<file path="src/rtl/serial_word_feeder_pkg.sv">
// Shared types and helpers for the serial word feeder.
package serial_feeder_pkg;

  // Frame sequencing states.
  typedef enum logic [1:0] {
    IDLE  = 2'd0,
    SHIFT = 2'd1,
    GAP   = 2'd2
  } state_t;

  // Downstream shift direction encoding (matches the shift register's dir input).
  localparam logic DIR_LEFT  = 1'b1;
  localparam logic DIR_RIGHT = 1'b0;

  // Width of a counter that must hold values 0..max_count without wrapping.
  function automatic int cnt_width(input int max_count);
    return $clog2(max_count) + 1;
  endfunction

endpackage

</file>
<file path="src/rtl/serial_word_feeder_bit_tick_gen.sv">
// Bit-period divider: produces a one-cycle tick at the end of every
// CLKS_PER_BIT-cycle bit period while not held in clear.
module bit_tick_gen
  import serial_feeder_pkg::*;
#(
  parameter int CLKS_PER_BIT = 1
) (
  input  logic clk,
  input  logic reset,
  input  logic clear,
  output logic tick
);

  localparam int DW = cnt_width(CLKS_PER_BIT - 1);
  localparam logic [DW-1:0] DIV_LAST = DW'(CLKS_PER_BIT - 1);

  logic [DW-1:0] div_cnt;

  // Tick on the last cycle of a bit period; suppressed while cleared so an
  // idle feeder never strobes.
  assign tick = !clear && (div_cnt == DIV_LAST);

  // Divider counter: restarts on clear or at the end of each bit period.
  always_ff @(posedge clk or posedge reset) begin
    if (reset) begin
      div_cnt <= '0;
    end else if (clear || tick) begin
      div_cnt <= '0;
    end else begin
      div_cnt <= div_cnt + DW'(1);
    end
  end

endmodule

</file>
<file path="src/rtl/serial_word_feeder.sv">
// Parallel-to-serial feeder for a left/right shift register: accepts a word
// over valid/ready and emits it one bit per bit period with a shift strobe.
module serial_word_feeder
  import serial_feeder_pkg::*;
#(
  parameter int WIDTH        = 4,
  parameter int CLKS_PER_BIT = 1,
  parameter int GAP_BITS     = 1
) (
  input  logic             clk,
  input  logic             reset,
  input  logic             in_valid,
  output logic             in_ready,
  input  logic [WIDTH-1:0] in_data,
  input  logic             in_msb_first,
  output logic             ser_out,
  output logic             ser_en,
  output logic             ser_dir,
  output logic             busy,
  output logic             frame_done
);

  localparam int BW = cnt_width(WIDTH);
  localparam int GW = cnt_width(GAP_BITS);
  localparam logic [BW-1:0] BIT_LAST = BW'(WIDTH - 1);
  localparam logic [GW-1:0] GAP_LAST = GW'((GAP_BITS > 0) ? (GAP_BITS - 1) : 0);

  state_t           state;
  state_t           state_next;
  logic [WIDTH-1:0] shreg;
  logic             dir_q;
  logic [BW-1:0]    bit_cnt;
  logic [GW-1:0]    gap_cnt;
  logic             tick;
  logic             div_clear;
  logic             last_bit;
  logic             last_gap;

  // The divider only runs while a frame or gap is in progress, so each
  // frame starts with a full bit period after the accept edge.
  assign div_clear = (state == IDLE);

  bit_tick_gen #(
    .CLKS_PER_BIT(CLKS_PER_BIT)
  ) u_bit_tick (
    .clk  (clk),
    .reset(reset),
    .clear(div_clear),
    .tick (tick)
  );

  assign last_bit = tick && (bit_cnt == BIT_LAST);
  assign last_gap = tick && (gap_cnt == GAP_LAST);
  assign ser_dir  = dir_q;

  // State register.
  always_ff @(posedge clk or posedge reset) begin
    if (reset) begin
      state <= IDLE;
    end else begin
      state <= state_next;
    end
  end

  // Next-state logic: accept, shift WIDTH bits, optional idle gap.
  always_comb begin
    state_next = state;
    unique case (state)
      IDLE: begin
        if (in_valid) state_next = SHIFT;
      end
      SHIFT: begin
        if (last_bit) state_next = (GAP_BITS > 0) ? GAP : IDLE;
      end
      GAP: begin
        if (last_gap) state_next = IDLE;
      end
      default: state_next = IDLE;
    endcase
  end

  // Output decode from the current state and bit-period tick.
  always_comb begin
    in_ready   = 1'b0;
    busy       = 1'b1;
    ser_en     = 1'b0;
    ser_out    = 1'b0;
    frame_done = 1'b0;
    unique case (state)
      IDLE: begin
        in_ready = 1'b1;
        busy     = 1'b0;
      end
      SHIFT: begin
        ser_out    = (dir_q == DIR_LEFT) ? shreg[WIDTH-1] : shreg[0];
        ser_en     = tick;
        frame_done = last_bit;
      end
      GAP: begin
        ser_out = 1'b0;
      end
      default: begin
        in_ready = 1'b0;
      end
    endcase
  end

  // Datapath: latch the word on accept, shift on every strobe, count gap periods.
  always_ff @(posedge clk or posedge reset) begin
    if (reset) begin
      shreg   <= '0;
      dir_q   <= DIR_LEFT;
      bit_cnt <= '0;
      gap_cnt <= '0;
    end else begin
      unique case (state)
        IDLE: begin
          if (in_valid) begin
            shreg   <= in_data;
            dir_q   <= in_msb_first;
            bit_cnt <= '0;
            gap_cnt <= '0;
          end
        end
        SHIFT: begin
          if (tick) begin
            if (dir_q == DIR_LEFT) begin
              shreg <= {shreg[WIDTH-2:0], 1'b0};
            end else begin
              shreg <= {1'b0, shreg[WIDTH-1:1]};
            end
            bit_cnt <= bit_cnt + BW'(1);
          end
        end
        GAP: begin
          if (tick) gap_cnt <= gap_cnt + GW'(1);
        end
        default: begin
          bit_cnt <= '0;
        end
      endcase
    end
  end

endmodule

</file>
<file path="config.mk">
export PLATFORM = sky130hd
export DESIGN_NAME = serial_word_feeder
export DESIGN_NICKNAME = d
export VERILOG_FILES = /design/src/rtl/serial_word_feeder_pkg.sv /design/src/rtl/serial_word_feeder_bit_tick_gen.sv /design/src/rtl/serial_word_feeder.sv
export SDC_FILE = /design/constraint.sdc
export NUM_CORES = 1
export LEC_CHECK = 0
export ABC_AREA = 1
export CELL_PAD_IN_SITES_DETAIL_PLACEMENT = 0
export CELL_PAD_IN_SITES_GLOBAL_PLACEMENT = 1
export CORE_MARGIN = 2
export CORE_UTILIZATION = 37
export DETAILED_ROUTE_END_ITERATION = 10
export GPL_TIMING_DRIVEN = 0
export HOLD_SLACK_MARGIN = 0.02
export PLACE_DENSITY_LB_ADDON = 0.1
export RECOVER_POWER = 50
export SYNTH_ARGS = -nofsm -noshare
export SYNTH_HDL_FRONTEND = slang
export SYNTH_HIERARCHICAL = 1
export SYNTH_SLANG_ARGS = --single-unit
</file>
<file path="constraint.sdc">
create_clock -name clk -period 2.8 [get_ports clk]
set_clock_uncertainty 0.15 [all_clocks]
set_input_delay 0.56 -clock clk [delete_from_list [all_inputs] [get_ports clk]]
set_output_delay 0.56 -clock clk [all_outputs]
set_load 0.02 [all_outputs]
</file>
# Word-level counts from Yosys, hierarchy flattened
# Cells that the tools add are included.
[classes]
add_sub_neg = 3
n_eq_ne = 8
mux = 21
bitwise_logic = 3
reduce_logical = 13
[ops]
columns = ["operator", "count"]
rows = [
  ["4-bit 2-to-1 mux", 3],
  ["3-bit AND reduction", 4],
  ["2-bit inequality test, second input constant", 5],
  ["1-bit 2-to-1 mux", 9],
  ["3-bit case mux with 3 select lines", 1],
  ["4-bit case mux with 2 select lines", 1],
  ["2-bit 2-to-1 mux", 3],
  ["3-bit 2-to-1 mux", 2],
  ["2-bit case mux with 3 select lines", 1],
  ["2-bit nonzero test", 2],
  ["3-bit by 1-bit adder with 3-bit output, second input constant", 1],
  ["3-bit by 2-bit equality test with 1-bit output, second input constant", 1],
  ["1-bit logical AND", 3],
  ["1-bit NOT", 3],
  ["1-bit adder, second input constant", 2],
  ["2-bit by 1-bit equality test with 1-bit output, second input constant", 1],
  ["2-bit equality test, second input constant", 1],
  ["2-bit zero test", 1],
  ["1-bit case mux with 2 select lines", 1],
  ["2-bit AND reduction", 1],
  ["1-bit zero test", 1],
  ["1-bit logical OR", 1],
]
[totals]
ff_bits = 12
inputBits = 8
out_inout_bits = 6
elab_cells = 54

# Logic depth before layout (Yosys ltp)
# Gate-level depths: netlist of the first run.
[logic_depth]
ltp_word = 6
ltp_mapped = 7
ltp_nobuf = 7

# Modules after synthesis
# The synthesis of the first run kept the hierarchy.
[by_module_without_submodules]
columns = ["module", "n_inst", "cells_each", "area_per_inst_um2", "seq_area_each_um2"]
rows = [
  ["serial_word_feeder", 1, 83, 633.1, 276.5],
  ["bit_tick_gen", 1, 4, 36.3, 25.0],
]

# Worst setup path after synthesis of the first run
# No wires, ideal clock.
[synth_path]
path_kind = "register to output"
from = "reg state[0]"
to = "out frame_done"
arrival_time_ns = 1.220
t_required_ns = 2.090
setup_slack_ns = 0.870
path_stages_with_launch = 5
path_buffers = 0
cell_sequence = "dfrtp_1 -> nor2_2 -> nor2_1 -> nand2_4 -> nor2_1"
[synth_via]
elab_chain_len = 5
elab_cells_between_ends = 6
classes_between = "eq/ne (1); mux (1); reduce/logical (4)"
[synth_rtl]
columns = ["element", "line_no", "rtl"]
rows = [
  ["start: declaration", "serial_word_feeder.sv:28", "state_t state;"],
  ["start signal: assignment", "serial_word_feeder.sv:61", "state <= state_next;"],
  ["2-bit zero test", "serial_word_feeder.sv:41", "assign div_clear = (state == IDLE);"],
  ["1-bit zero test", "serial_word_feeder_bit_tick_gen.sv:21", "assign tick = !clear && (div_cnt == DIV_LAST);"],
  ["1-bit logical AND", "serial_word_feeder_bit_tick_gen.sv:21", ""],
  ["via tick", "serial_word_feeder.sv:34", "logic tick;"],
  ["1-bit logical AND", "serial_word_feeder.sv:52", "assign last_bit = tick && (bit_cnt == BIT_LAST);"],
  ["1-bit 2-to-1 mux", "serial_word_feeder.sv:89", "unique case (state)"],
  ["end: declaration", "serial_word_feeder.sv:20", "output logic frame_done"],
]
# The timed path passes the listed nets, and every way through them passes these cells.

# Final worst setup path of the first run
# Same ends and word-level chain as after synthesis.

==> impl_metrics.py, run 1 <==
metrics = {
    "power": {
        "peakVddDrop_mv": 0.386,
        "powerDensity_nw_per_um2": 986,
        "power.total_mw": 0.838,
        "p_leak_nw": 0.432,
    },
    "layout": {
        "final_nets": 115,
        "fillerInstances": 176,
        "area_growth_pct": 26.9,
        "diodes": 0,
        "final_cells": 129,
        "layout-drive-gt1-share_pct": 10.6,
    },
    "setup_path": {
        "crit_type": "register to primary output",
        "worst_setup_path_end_kind": "primary output",
        "cp_max_fo": 9,
        "cp.required_ps": 2090,
        "arrival_ps": 1950,
        "start_kind": "register",
    },
    "die": {
        "io_pins": 14,
        "start_util_pct": 39.2,
        "core.rowCount": 15,
        "dieHeight_um": 46.5,
        "die-area_um2": 2170,
        "coreArea_um2": 1710,
        "die_x_um": 46.5,
    },
    "synth": {
        "syn_inst": 87,
        "synth_area_leaders": "dfrtp_1 (41%), nand2_1 (17%), inv_1 (6.2%), nand2_4 (5.0%), nand3_1 (4.5%)",
        "yosys.area.top_type": "dfrtp_1",
        "synth_top_area_share_pct": 41.1,
        "synth_cell_types": 20,
        "syn_area_per_cell_um2": 7.69,
        "ys_seq_area_share_pct": 45.0,
        "syn_nets": 97,
        "synth_warnings": 6,
        "synth_area_um2": 669,
        "synth_seq_cells": 12,
    },
    "global_route": {
        "grt_max_degree": 12,
        "antenna_found_initial": 0,
        "grt_pass1_wl_um": 2500,
        "grt.overflow.total": 0,
        "grt_pass1_vias": 586,
        "grt_use_total_pct": 16.5,
    },
    "sta": {
        "tns_ps": 0,
        "worstMarginPinSlew_ps": 533,
        "slew_violations": 0,
        "finalHoldViolCount": 0,
        "rsz0062_at_grt": "false",
        "setup_viol": 0,
        "fmax_ghz": 0.376,
        "period_minus_slack_ps": 2660,
        "slew_headroom_pct": 64.5,
        "period_share_pct": 94.9,
    },
    "placement": {
        "place_inst": 125,
        "dpl.hpwl_um": 1060,
        "place.port_buffers": 13,
        "gp_congestion": 0.723,
    },
    "clocking": {
        "cts_buffers": 3,
        "insertion_delay_ps": 270,
        "cts-root-buf": "clkbuf_4",
        "cts.sinks": 12,
        "clkTransAtPathRegs_ps": 80,
        "cts_tree": "built",
        "clockBufferDepth": 2,
        "cts_setup_buffers": 0,
        "cts_max_level": 1,
    },
    "status": {
        "status": "complete, no violations",
    },
    "route": {
        "ant_nets": 0,
        "wirelength_um": 1420,
        "vias": 580,
        "firstDrtPassIters": 3,
        "wl_per_cell_um": 11.0,
        "drcViolationCount": 0,
        "drtIter0Drc": 6,
        "via_per_inst": 4.50,
    },
    "min_path": {
        "min_path_type": "register to register",
    },
    "flow_run": {
        "drv_cap": 0,
    },
}
## registers in the layout (all words and copies together), names as in the netlist
register            flops
bit_cnt                 3
gap_cnt                 1
ser_dir                 1
shreg                   4
state                   2
u_bit_tick/div_cnt      1
## cell usage after synthesis
cell / count
nand2_1: 31
dfrtp_1: 11
inv_1: 11
nand3_1: 6
nor2_1: 5
o21ai_0: 5
nand2_4: 3
a21oi_1: 2
ha_1: 2
buf_6: 1
conb_1: 1
dfstp_2: 1
inv_2: 1
mux2i_1: 1
nand2_2: 1
nand4_1: 1
nor2_2: 1
o21ai_1: 1
o21ai_2: 1
o22ai_1: 1
## power by group
group | leakage (nW) | internal (mW) | switching, mW
combinational | 0.265 | 0.170 | 0.263
clock | 0.0150 | 0.0551 | 0.0580
sequential | 0.151 | 0.241 | 0.0507
total | 0.432 | 0.466 | 0.372
## area by class of cell
class	count	area [um^2]	area share, %
multi-input combinational	62	312	36.7
sequential	12	302	35.5
timing repair buffer	13	130	15.3
inverter	12	45.0	5.30
tap	25	31.3	3.68
clock buffer	4	26.3	3.09
buffer	1	3.75	0.442
## placed cells by master, fill, tap and decap left out
master	instances
nand2_1	31
clkdlybuf4s50_1	12
inv_1	11
dfrtp_1	11
nand3_1	6
o21ai_0	5
nor2_1	5
nand2_4	3
clkbuf_4	3
clkbuf_1	2
a21oi_1	2
ha_1	2
inv_2	1
nand2_2	1
mux2i_1	1
o22ai_1	1
o21ai_2	1
nand4_1	1
o21ai_1	1
dlygate4sd3_1	1
dfstp_2	1
nor2_2	1
conb_1	1
## layer usage
layer  wire (um)  up-vias  global-route usage, %
met1         682      267                   20.0
met4          10        0                   6.29
li1            -      301                      -
met2         688       10                   28.1
met3          37        2                   3.53
met5           0        -                      0
## worst max-delay path, stage by stage (launching register included)
cell and delay [ps]:
dfrtp_1 440, nor2_1 130, nor2_2 240, nand2_4 140, nor2_1 110, clkdlybuf4s50_1 610
## path summary, 6_finish.rpt
| path | cells after the start | endpoint | startpoint | slack (ps) |
|---|---|---|---|---|
| min in group asynchronous | 2 | u_bit_tick/div_cnt$_DFF_PP0_ | reset | 430 |
| max reg2reg | 6 | bit_cnt[2]$_DFFE_PP0P_ | state[0]$_DFFE_PP0P_ | 1100 |
| max in group asynchronous | 2 | ser_dir$_DFFE_PP1P_ | reset | 1570 |
| max | 5 | frame_done | state[0]$_DFFE_PP0P_ | 140 |
| min reg2reg | 1 | bit_cnt[0]$_DFFE_PP0P_ | bit_cnt[0]$_DFFE_PP0P_ | 340 |
| min | 1 | bit_cnt[0]$_DFFE_PP0P_ | bit_cnt[0]$_DFFE_PP0P_ | 340 |
## stage by stage
| step | setup WS (ps) | instance area [um^2] | hold slack (ps) | utilization, % |
|---|---|---|---|---|
| after global placement | 387 | 831 | 325 | 48.6 |
| after detailed placement | 377 | 831 | 331 | 48.6 |
| after CTS | 67.4 | 857 | 292 | 50.2 |
| after global routing | 50.4 | 850 | 359 | 49.7 |
| final | 142 | 850 | 335 | 49.7 |
| after floorplan | 870 | 669 | 139 | - |
## repair_timing
item	4_1_cts	5_1_grt
gates resized for setup	0	1
setup endpoints to repair	0	1
hold buffers	0	0
## kinds of logic after synthesis
kind of cell / after synthesis / share of synthesized area [%]
AOI/OAI and AO/OA: 10 / 8.22
adders and majority gates: 2 / 3.74
buffers and inverters: 13 / 8.41
DFF: 12 / 45.0
muxes: 1 / 1.50
other: 1 / 0.560
and+or+nand+nor: 48 / 32.5
Power figures use the tool's default switching activity.
==> run 2, diff against run 1 <==
Settings changed: TNS_END_PERCENT set to 1.
==> results of run 2 <==
Same layout as run 1: the final DEF is identical, and so are final timing and power.
==> run 3, diff against run 2 <==
Settings changed: GPL_TIMING_DRIVEN 0 to unset, RECOVER_POWER 50 to unset.
==> run 3 against run 2 <==
Net effect:
- combinational power decreased by 2%
- core utilization decreased by 0.073 points
- fmax increased by 3.2%
- sequential power about the same
- highest routed layer unchanged
- die area unchanged
- power decreased by 1.2%
- cell area decreased by 0.15%
- final cell count decreased by 0.78%
- critical endpoint unchanged
- critical path type unchanged
==> impl_metrics.py, run 3 (same netlist as run 1, synthesis figures left out) <==
metrics = {
    "status": {
        "status": "complete, no violations",
    },
    "die": {
        "die-area_um2": 2170,
        "io_pins": 14,
        "coreArea_um2": 1710,
        "dieHeight_um": 46.5,
        "start_util_pct": 39.2,
        "die_x_um": 46.5,
        "core.rowCount": 15,
    },
    "setup_path": {
        "start_kind": "register",
        "ff2ff_path_depth": 6,
        "cp.required_ps": 2090,
        "timing.rr.end": "bit_cnt[2]$_DFFE_PP0P_",
        "cp_max_fo": 9,
        "r2r-start": "state[0]$_DFFE_PP0P_",
        "crit_type": "register to primary output",
        "r2r_slack_ps": 1230,
        "worst_setup_path_end_kind": "primary output",
        "arrival_ps": 1870,
    },
    "clocking": {
        "cts_tree": "built",
        "clockBufferDepth": 2,
        "cts_buffers": 3,
        "cts_max_level": 1,
        "cts.sinks": 12,
        "cts-root-buf": "clkbuf_4",
        "insertion_delay_ps": 270,
        "clkTransAtPathRegs_ps": 70,
        "hold_buffers": 0,
    },
    "layout": {
        "layout_common_cells": "nand2_1 (31), clkdlybuf4s50_1 (13), inv_1 (11), dfrtp_1 (11), nand3_1 (6)",
        "area_growth_pct": 26.7,
        "final_util_pct": 49.7,
        "largest_registers": "shreg x4, bit_cnt x3, state x2",
        "fillerInstances": 171,
        "diodes": 0,
        "regMostFlops": "shreg",
        "final_nets": 114,
        "layout-drive-gt1-share_pct": 11.7,
        "layout_commonest_cell": "nand2_1",
        "final_cell_area_um2": 848,
        "largest_reg_flops": 4,
    },
    "sta": {
        "period_share_pct": 92.0,
        "setup_viol": 0,
        "final.setup.worst_slack_ps": 224,
        "tns_ps": 0,
        "slew_violations": 0,
        "hold_ws_ps": 299,
        "rsz0062_at_grt": "false",
        "fmax_ghz": 0.388,
        "period_minus_slack_ps": 2580,
        "finalHoldViolCount": 0,
    },
    "placement": {
        "gp_congestion": 0.797,
        "dpl_cell_area_um2": 820,
        "place.port_buffers": 13,
        "preCtsSetupSlack_ps": 420,
        "dpl.hpwl_um": 1010,
    },
    "power": {
        "p_seq_share_pct": 35.4,
        "clkPwrFrac_pct": 13.3,
        "netSwitchingPower_mw": 0.363,
        "powerDensity_nw_per_um2": 976,
        "pwr-share-comb_pct": 51.3,
        "p_sw_share_pct": 43.8,
        "internal-power_mw": 0.465,
        "peakVddDrop_mv": 0.463,
        "p_leak_nw": 0.430,
    },
    "route": {
        "wirelength_um": 1360,
        "vias": 586,
        "drcViolationCount": 0,
        "firstDrtPassIters": 3,
        "wl_per_cell_um": 10.6,
        "ant_nets": 0,
        "drtIter0Drc": 7,
        "via_per_inst": 4.58,
    },
    "global_route": {
        "grt_pass1_vias": 533,
        "grt.overflow.total": 0,
        "grt_pass1_wl_um": 2210,
        "grt_use_total_pct": 15.0,
        "grt_max_degree": 12,
        "antenna_found_initial": 0,
    },
    "flow_run": {
        "drv_cap": 0,
    },
    "min_path": {
        "min_path_type": "input pin to async pin",
    },
}
-- run 3: changes by cell type in the layout (fill, tap and decap cells not counted), sizes merged --
cell           before  now
dlygate4sd3         1    0
clkbuf              5    4
clkdlybuf4s50      12   13
-- run 3: worst max-delay path, stage by stage, from the launching register on --
cell and delay, ps:
dfrtp_1 440, nor2_2 90, nor2_2 210, nand2_4 130
nor2_1 110, clkdlybuf4s50_1 610
-- run 3: worst max-delay path by stage --
stage,from,endpoint,slack [ps],depth (start not counted)
2_1_floorplan,state[0]$_DFFE_PP0P_,frame_done,870,4
3_3_place_gp,state[0]$_DFFE_PP0P_,frame_done,450,5
3_5_place_dp,state[0]$_DFFE_PP0P_,frame_done,420,5
4_1_cts,state[0]$_DFFE_PP0P_,frame_done,110,5
5_1_grt,state[0]$_DFFE_PP0P_,frame_done,90,5
6_report,state[0]$_DFFE_PP0P_,frame_done,220,5
-- run 3: power groups by stage --
stage / Clock [mW] / Sequential, mW / Combinational [mW]
floorplan: 0 / 0.293 / 0.295
global placement: 0 / 0.296 / 0.425
detailed placement: 0 / 0.298 / 0.425
CTS: 0.116 / 0.294 / 0.431
global route: 0.121 / 0.303 / 0.478
finish: 0.110 / 0.293 / 0.425
-- run 3: per-stage QoR --
| stage | instances | total power, mW |
|---|---|---|
| 2_1_floorplan | 87 | 0.589 |
| 3_3_place_gp | 124 | 0.721 |
| 3_5_place_dp | 124 | 0.724 |
| 4_1_cts | 128 | 0.841 |
| 5_1_grt | 128 | 0.903 |
| 6_report | 128 | 0.828 |
-- run 3: repair_timing --
item | in CTS | in global routing
resized for setup | 0 | 1
setup buffers | 0 | 0
setup endpoints to repair | 0 | 1
-- run 3: layout make-up --
cell class / count / area [um^2] / share of cell area [%]
repair buffers: 13 / 130 / 15.3
flip-flops and latches: 12 / 302 / 35.5
well taps: 25 / 31.3 / 3.69
multi-input cells: 62 / 314 / 37.0
clock buffers: 4 / 26.3 / 3.10
inverters: 12 / 45.0 / 5.31
-- run 3: metal layers --
| layer | routed length [um] | share of wire, % | vias to the layer above | GRT usage (%) |
|---|---|---|---|---|
| met3 | 46 | 3.4 | 5 | 2.35 |
| met1 | 619 | 46 | 263 | 18.9 |
| met5 | 0 | 0 | - | 0 |
| li1 | - | - | 307 | - |
| met2 | 650 | 48 | 11 | 23.3 |
| met4 | 41 | 3.0 | 0 | 10.3 |
==> RTL edit 1: new RTL, flow settings as in run 2 <==
Encoding of `state_t`: now one-hot (3 bits for 3 states).
--- a/src/rtl/serial_word_feeder_pkg.sv
+++ b/src/rtl/serial_word_feeder_pkg.sv
@@ -4,6 +4,6 @@
   // Frame sequencing states.
-  typedef enum logic [1:0] {
-    IDLE  = 2'd0,
-    SHIFT = 2'd1,
-    GAP   = 2'd2
+  typedef enum logic [2:0] {
+    IDLE  = 3'b001,
+    SHIFT = 3'b010,
+    GAP   = 3'b100
   } state_t;
Function: no difference found for any inputs over 10 cycles, from zero or initial values and one cycle with reset high; not proved beyond that.
==> RTL edit 1 against run 2 <==
Die area increased by 16%; design area increased by 15%; synthesized area increased by 17%; sequential cell count increased by 1; power increased by 3.1%; routed wire length increased by 15%; setup slack improved by 110 ps; largest power group unchanged; highest routed layer unchanged.
==> RTL edit 1: results (changes against run 2) <==
adder-cell share of the synthesized area=3.19% (-0.55 points); global-route wire length before repair=2930 um (+17%); Comb power frac=49.4% (-2.3 points); Int Power=477 uW (+2.4%); placed instance count=148 (+18%); peak supply drop=0.000387 V (+0.25%); Post-DP Area=948 um^2 (+14%); Post-Synthesis Cells=108 (+24%); routability cong.=0.844 (+17%); Top delay family on crit path=buffers and inverters; Clk. pwr=121 uW (+7%); mux share of post-synthesis cell area=0% (-1.5 points); nets=136 (+18%); worst hold stages=2 (+1); post-synthesis compound-gate area fraction=4.94% (-3.3 points); DR pass1 iterations=5 (+2); Via Count=697 (+20%); WL met3=62 um (+68%); Seq/Total Area, Yosys=41.8% (-3.3 points); Post-Route M1 WL=853 um (+25%); vias in the first global route=650 (+11%); status=finished clean; Critical Path Start=state[2]; DP Wirelength=1230 um (+16%); CP Max Fanout=10 (+1)
## RTL edit 1: final timing paths
check / end / slack (ps)
min reg2reg: bit_cnt[2] / 340
max: ser_out / 250
min: bit_cnt[2] / 340
max reg2reg: bit_cnt[2] / 1020
max in group asynchronous: ser_dir / 1540
min in group asynchronous: u_bit_tick/div_cnt / 420
## RTL edit 1: cell type report
type                       instances  area (um^2)  share of cell area, %
clock buffer                       4         26.3                   2.68
tap                               27         33.8                   3.45
sequential                        13          328                   33.5
multi-input combinational         80          393                   40.1
timing repair buffer              13          135                   13.8
buffer                             1         11.3                   1.15
inverter                          14         52.6                   5.36
## RTL edit 1: metal layers
layer / up-vias / GRT usage (%)
met3: 2 / 3.03
met2: 11 / 22.6
met1: 321 / 21.9
met4: 0 / 5.56
li1: 363 / -
met5: - / 0
## RTL edit 1: through the flow
| stage | power [uW] | setup WS, ps | utilization, % | hold WS (ps) |
|---|---|---|---|---|
| 2_1_floorplan | 614 | 695 | - | 139 |
| 3_3_place_gp | 745 | 236 | 47.9 | 312 |
| 3_5_place_dp | 749 | 239 | 47.9 | 321 |
| 4_1_cts | 876 | 17.7 | 49.3 | 285 |
| 5_1_grt | 942 | 145 | 49.4 | 385 |
| 6_report | 863 | 252 | 49.4 | 340 |
## RTL edit 1: kinds of logic (layout without fill, tap and decap cells)
kind of cell | after synthesis | after routing
buffers and inverters | 15 | 32
and+or+nand+nor | 71 | 71
AOI/OAI and AO/OA | 6 | 6
DFF | 13 | 13
adders and majority gates | 2 | 2
other | 1 | 1
## RTL edit 1: tightest hold or removal path: cells and delay by family (launching register included)
family	cells	cell delay, ps
flops	1	360
simple gates	2	100
==> RTL edit 2: new RTL, flow settings as in run 2 <==
Made on the original files. `WIDTH`: 4 -> 6.
--- a/src/rtl/serial_word_feeder.sv
+++ b/src/rtl/serial_word_feeder.sv
@@ -5,3 +5,3 @@
 #(
-  parameter int WIDTH        = 4,
+  parameter int WIDTH        = 6,
   parameter int CLKS_PER_BIT = 1,
Ports: changed (resized in_data); port bits go from 14 to 16. No check against the original RTL was run, so the function may have changed too.
==> RTL edit 2 against run 2 <==
Die area rose by 34%; sequential cell count is 3 higher; count of clock-buffer cells in the layout unchanged; routed wire length rose by 33%; setup slack gained 12 ps; first-iteration DRC count fell by 17%; design area rose by 34%; synthesized area increased by 37%; hold slack gained 51 ps; highest routed layer unchanged; power rose by 38%.
==> RTL edit 2: results (changes against run 2) <==
status=finished clean; routed wire length per instance=11.4 um (+3.7%); sw frac=45.6% (+1.3 points); WL met3=53 um (+43%); #MultiIn Comb=79 (+27%); peak supply drop=0.000499 V (+29%); area grow syn2layout=24.1%; CTS resizes=1 (+1); Post-DP Area=0.00111 mm^2 (+33%); DP Wirelength=1460 um (+38%); Non-clock inverters=19 (+7); Avg Synthesized Cell Area=7.92 um^2 (+2.9%); CP Max Fanout=6 (-3); largest cells by area after synthesis=dfrtp_1 (38%), nand2_1 (13%), inv_1 (6.1%); worst rel slew slack=63.5% (-0.97 points); biggest regs=shreg: 6 flops, bit_cnt: 4 flops, state: 2 flops; Post-Route M1 WL=876 um (+28%); placed instance count=161 (+29%); DR vias/cell=4.68 (+4.1%); Hold WS=387 ps (+51.4 ps); layout cells sized above 1=23.0% (+12 points); IO buf count=15 (+2); routability cong.=0.716 (-0.93%); iteration-0 DRC count of the detailed router=5 (-1); nets=148 (+29%); met3 Resource Use GR=2.50% (-1.0 points); fin cells=165 (+28%); met2 Usage GRT=29.1% (+1.0 points); Comb power frac=58.0% (+6.3 points); largest net degree at the start of global routing=15 (+3); met1 Use GR=18.9% (-1.1 points); vias in the first global route=773 (+32%)
[RTL edit 2: changes by cell type in the layout (fill, tap and decap cells not counted), sizes merged, moves of 2 or more]
cell | run 2 | this run
buf | 0 | 3
inv | 12 | 18
dfrtp | 11 | 14
nand2 | 35 | 40
nand4 | 1 | 3
o21ai | 7 | 15
[RTL edit 2: cell families (layout without fill, tap and decap cells)]
logic type	Yosys count	count (layout)	synth area share [%]
AND/OR/NAND/NOR	56	56	30.2
buffers and inverters	22	41	11.4
AO/OA/AOI/OAI	19	19	13.2
flip-flops	15	15	41.0
adder cells (fa/ha/maj)	2	2	2.72
other	1	1	0.408
XOR/XNOR	1	1	0.954
[RTL edit 2: worst paths after layout]
path                                      end  cells past startpoint  startpoint
max                                frame_done                      5    state[1]
min                                bit_cnt[3]                      2  bit_cnt[3]
max reg2reg                          shreg[0]                      9    state[1]
min reg2reg                        bit_cnt[3]                      2  bit_cnt[3]
max in group asynchronous            state[1]                      2       reset
min in group asynchronous  u_bit_tick/div_cnt                      2       reset
